File: src/rtl/access_pkg.sv
// access_pkg -- shared constants and types for the access_ctrl keypad lock.
//   PIN_DEFAULT      : default four-digit BCD access code (MS digit first)
//   MAX_FAIL_DEFAULT : default failed-attempt count that triggers lockout
//   ST_*             : FSM state encodings (COLLECT must be all-zero so the
//                      reset-to-0 register cells land in COLLECT)
//   regs_t           : every flop of the controller, packed into one word
package access_pkg;

   localparam logic [15:0] PIN_DEFAULT      = 16'h1234;
   localparam int          MAX_FAIL_DEFAULT = 3;

   localparam logic [2:0] ST_COLLECT = 3'd0;
   localparam logic [2:0] ST_CHECK   = 3'd1;
   localparam logic [2:0] ST_OPEN    = 3'd2;
   localparam logic [2:0] ST_FAIL    = 3'd3;
   localparam logic [2:0] ST_LOCKED  = 3'd4;

   typedef struct packed {
      logic [2:0]  state;
      logic [1:0]  cnt;
      logic [15:0] entry;
      logic        open;
      logic        error;
      logic        locked;
      logic [1:0]  fails;
   } regs_t;

   localparam int REG_W = $bits(regs_t);

   function automatic logic is_bcd(input logic [3:0] d);
      return (d <= 4'd9);
   endfunction

endpackage

File: src/rtl/access_ctrl_dffr.sv
// DFFR -- single-bit rising-edge D flop with asynchronous active-low reset
// to 0. The only storage cell the controller uses.
//   clk   : clock
//   rst_n : asynchronous reset, active low, forces q to 0
//   d     : data in
//   q     : data out
module DFFR (
   input  logic clk,
   input  logic rst_n,
   input  logic d,
   output logic q
);

   always_ff @(posedge clk or negedge rst_n) begin
      if (!rst_n) q <= 1'b0;
      else        q <= d;
   end

endmodule

File: src/rtl/access_ctrl.sv
// access_ctrl -- four-digit keypad access controller with lockout.
//   clk         : clock, all state changes on rising edge
//   rst_n       : asynchronous active-low reset
//   digit_valid : one-cycle strobe qualifying digit
//   digit       : entered BCD digit
//   clear       : abort entry / close door
//   open_o      : access granted (level)
//   error_o     : one-cycle pulse per failed attempt
//   locked_o    : lockout (level, only reset leaves it)
//   fails       : failed attempts since last success or reset
// All outputs come straight from DFFR cells. The output flops are loaded
// from the current state (not the next one), so open_o/error_o appear one
// edge after the FSM enters OPEN/FAIL.
module access_ctrl
   import access_pkg::*;
#(
   parameter logic [15:0] PIN      = PIN_DEFAULT,
   parameter int          MAX_FAIL = MAX_FAIL_DEFAULT
) (
   input  logic       clk,
   input  logic       rst_n,
   input  logic       digit_valid,
   input  logic [3:0] digit,
   input  logic       clear,
   output logic       open_o,
   output logic       error_o,
   output logic       locked_o,
   output logic [1:0] fails
);

   localparam logic [1:0] C_MAX = 2'(MAX_FAIL);

   regs_t             r_q;
   regs_t             w_d;
   logic [REG_W-1:0]  w_q_bits;
   logic [REG_W-1:0]  w_d_bits;
   logic [1:0]        w_fails_inc;

   // Saturating increment; FAIL->LOCKED at MAX means it never actually wraps.
   assign w_fails_inc = (r_q.fails == C_MAX) ? r_q.fails : r_q.fails + 2'd1;

   always_comb begin
      w_d        = r_q;
      w_d.open   = 1'b0;
      w_d.error  = 1'b0;
      w_d.locked = 1'b0;
      case (r_q.state)
         ST_COLLECT: begin
            // clear beats a simultaneous digit
            if (clear) begin
               w_d.cnt = 2'd0;
            end else if (digit_valid) begin
               if (!is_bcd(digit)) begin
                  w_d.state = ST_FAIL;
                  w_d.cnt   = 2'd0;
               end else begin
                  w_d.entry = {r_q.entry[11:0], digit};
                  if (r_q.cnt == 2'd3) begin
                     w_d.state = ST_CHECK;
                     w_d.cnt   = 2'd0;
                  end else begin
                     w_d.cnt = r_q.cnt + 2'd1;
                  end
               end
            end
         end
         ST_CHECK: begin
            w_d.state = (r_q.entry == PIN) ? ST_OPEN : ST_FAIL;
         end
         ST_OPEN: begin
            w_d.fails = 2'd0;
            if (clear) w_d.state = ST_COLLECT;
            else       w_d.open  = 1'b1;
         end
         ST_FAIL: begin
            w_d.error = 1'b1;
            w_d.fails = w_fails_inc;
            if (w_fails_inc == C_MAX) begin
               w_d.state  = ST_LOCKED;
               w_d.locked = 1'b1;
            end else begin
               w_d.state = ST_COLLECT;
            end
         end
         ST_LOCKED: begin
            w_d.locked = 1'b1;
         end
         default: begin
            w_d.state = ST_COLLECT;
         end
      endcase
   end

   assign w_d_bits = w_d;
   assign r_q      = w_q_bits;

   for (genvar i = 0; i < REG_W; i++) begin : g_reg
      DFFR u_ff (
         .clk   (clk),
         .rst_n (rst_n),
         .d     (w_d_bits[i]),
         .q     (w_q_bits[i])
      );
   end

   assign open_o   = r_q.open;
   assign error_o  = r_q.error;
   assign locked_o = r_q.locked;
   assign fails    = r_q.fails;

endmodule

File: config.mk
export PLATFORM = sky130hd
export DESIGN_NAME = access_ctrl
export DESIGN_NICKNAME = d
export VERILOG_FILES = /design/src/rtl/access_pkg.sv /design/src/rtl/access_ctrl_dffr.sv /design/src/rtl/access_ctrl.sv
export SDC_FILE = /design/constraint.sdc
export NUM_CORES = 1
export LEC_CHECK = 0
export CAP_MARGIN = 30
export CORE_MARGIN = 3
export CORE_UTILIZATION = 36
export DETAILED_ROUTE_END_ITERATION = 10
export PLACE_DENSITY = 0.63
export SYNTH_ARGS = -nofsm -noshare
export SYNTH_HDL_FRONTEND = slang
export SYNTH_SLANG_ARGS = --single-unit
File: constraint.sdc
create_clock -name clk -period 5.9 [get_ports clk]
set_input_delay 0.885 -clock clk [delete_from_list [all_inputs] [get_ports clk]]
set_output_delay 0.885 -clock clk [all_outputs]
set_load 0.01 [all_outputs]
==> results.cfg <==
[layout]
final_nets = 111
fillCellCount = 268
drive_gt1_frac = 0.2475
largest_reg_flops = 26
regMostFlops = g.u_ff.q
largestRegisters = g.u_ff.q (26)
syn_to_final_growth_pct = 17.45
multi_input_area_um2 = 432.9
antenna_cells = 0
seq_area_um2 = 650.6

[global_route]
grt_pass1_vias = 700
grt_max_degree = 22
grt.overflow.total = 0
grt_pass1_wl_um = 3236
grt_use_total = 0.1027
antenna_found_initial = 0

[clocking]
htree_num_levels = 1
clk_path_buf_depth = 2
root_buffer = clkbuf_4
clk_pin_slew_ps = 130
cts_sinks = 26
clock_latency_ps = 320
postCtsSetupRepairBufs = 0
cts_buffers = 3
ctsResizeCount = 0
ctsHoldBuffers = 0
cts_tree = yes

[sta]
min_period_ps = 2719
tightest_slew_ps = 693.6
hold_viol_final = 0
setup_tns_ps = 0
maxSlewViolCount = 0
setup_viol = 0
finalCritPeriodShare = 0.4608
fin_ws_ps = 3181
rsz0062_at_grt = no
max_freq_mhz = 367.8
slew_headroom = 0.5361
finClkSkew_ps = 5.803

[yosys]
async_reset_ff_frac = 1.000
synth_area_leaders = dfrtp_1, mux2_2, nor2_1, a22o_1, o21ai_0
netlist.area_leader.share = 0.5708
yosysUniqueCellTypes = 26
synth_fp_nets = 97
syn_area_um2 = 1140
avgSynthCellArea_um2 = 12.95
seq_area_frac_synth = 0.5708
yosys-top-cells-count = dfrtp_1, mux2_2, nor2_1, inv_1, o21ai_0
synth_top_area_cell = dfrtp_1
synth_edf_count = 0
ys_ff_latch = 26
yosysMostFrequentCell = dfrtp_1
yosysWarnings = 0
syn_inst = 88
synth_ff_type = dfrtp_1

[critical_path]
cp-end-kind = flip-flop
path_max_fanout = 16
required_ps = 6110
crit_type = in2reg
cp.arrival_ps = 2930
start_kind = primary input

[drt]
drtIter0Drc = 12
avgRoutedWirePerCell_um = 12.39
vias_per_cell = 4.930
first_pass_iters = 4
drc = 0
final_antenna_net_count = 0
vias = 705
routed_wl_um = 1772

[placed_design]
dp_slack_ps = 2854
portBuffers = 12
hpwl_um = 1323
globalplace.congestion = 0.6992

[die]
fp.dieH_um = 62.27
rows = 19
core-area_um2 = 2877
die_x_um = 62.27
io_pins = 13
start_util = 0.3963
die_area_um2 = 3878

[pwr]
power_density_nw_per_um2 = 454.7
peakVddDrop_mv = 0.3110
p_leak_nw = 0.5677

[run]
drv_cap = 0

[hold_path]
hp-class = reg2reg

[outcome]
outcome = complete, no violations
==> critical path, cell delays in order <==
cell	delay, ps
clkdlybuf4s50_1	550
or4b_4	530
nor3_4	560
mux2_2	410
==> through the flow <==
stage	power [W]	instance area [µm²]	cells	hold slack, ps	util
final	0.0006087	1339	143	531.2	0.4654
after global routing	0.0006550	1339	143	559.8	0.4654
after CTS	0.0006164	1339	143	533.7	0.4654
after detailed placement	0.0004964	1286	139	501.6	0.4472
after global placement	0.0004883	1271	138	485.7	0.4419
after floorplan	0.0004479	1140	88	471.4	-
==> layout make-up <==
cell class	count	area share
multi-input cells	54	0.3234
inverters	4	0.01121
flip-flops and latches	26	0.4860
repair buffers	13	0.1009
well taps	42	0.03925
clock buffers	3	0.01682
clock inverters	1	0.02243
==> report_power, final <==
group / switching (W) / internal (W)
clock network: 0.0000499 / 0.0000687
logic: 0.0000700 / 0.000107
registers: 0.0000609 / 0.000252
==> metal layers <==
metal	track usage	part of all wire	up-vias
met4	0.02479	0.012	0
met2	0.1546	0.43	12
met5	0	0	-
met1	0.1430	0.51	346
met3	0.03423	0.045	2
li1	-	-	345
==> path summary, 6_finish.rpt <==
path	from	to	slack, ps	cells after the start
worst max-delay path	digit_valid	g_reg[11].u_ff.q	3180	4
worst min-delay path	g_reg[18].u_ff.q	g_reg[18].u_ff.q	530	1
worst max register to register	g_reg[23].u_ff.q	g_reg[11].u_ff.q	3700	3
worst min register to register	g_reg[18].u_ff.q	g_reg[18].u_ff.q	530	1
max in group asynchronous	rst_n	g_reg[11].u_ff.q	4670	2
min in group asynchronous	rst_n	g_reg[0].u_ff.q	800	1
==> logic make-up (layout without fill, tap and decap cells) <==
logic type / Yosys count / count (layout) / share of synthesized area
buffers and inverters: 8 / 21 / 0.04938
flip-flops: 26 / 26 / 0.5708
AND/OR/NAND/NOR: 22 / 22 / 0.1153
multiplexers: 15 / 15 / 0.1482
adder cells (fa/ha/maj): 1 / 1 / 0.01098
AO/OA/AOI/OAI: 16 / 16 / 0.1054
==> placed cells by master, fill, tap and decap left out, drive strengths merged <==
cell type,instances
nand2,3
o21ai,4
nor2,9
nor4bb,1
o2111ai,1
ha,1
a22o,3
clkdlybuf4s50,12
o32a,1
nor3,2
buf,1
bufinv,1
dfrtp,26
o21ba,1
nand2b,2
inv,4
o41ai,2
clkbuf,3
or3,1
or4b,1
nor4b,1
a2bb2oi,1
nand4,2
o21a,1
mux2,15
a21oi,2
(Power assumes the default switching activity.)
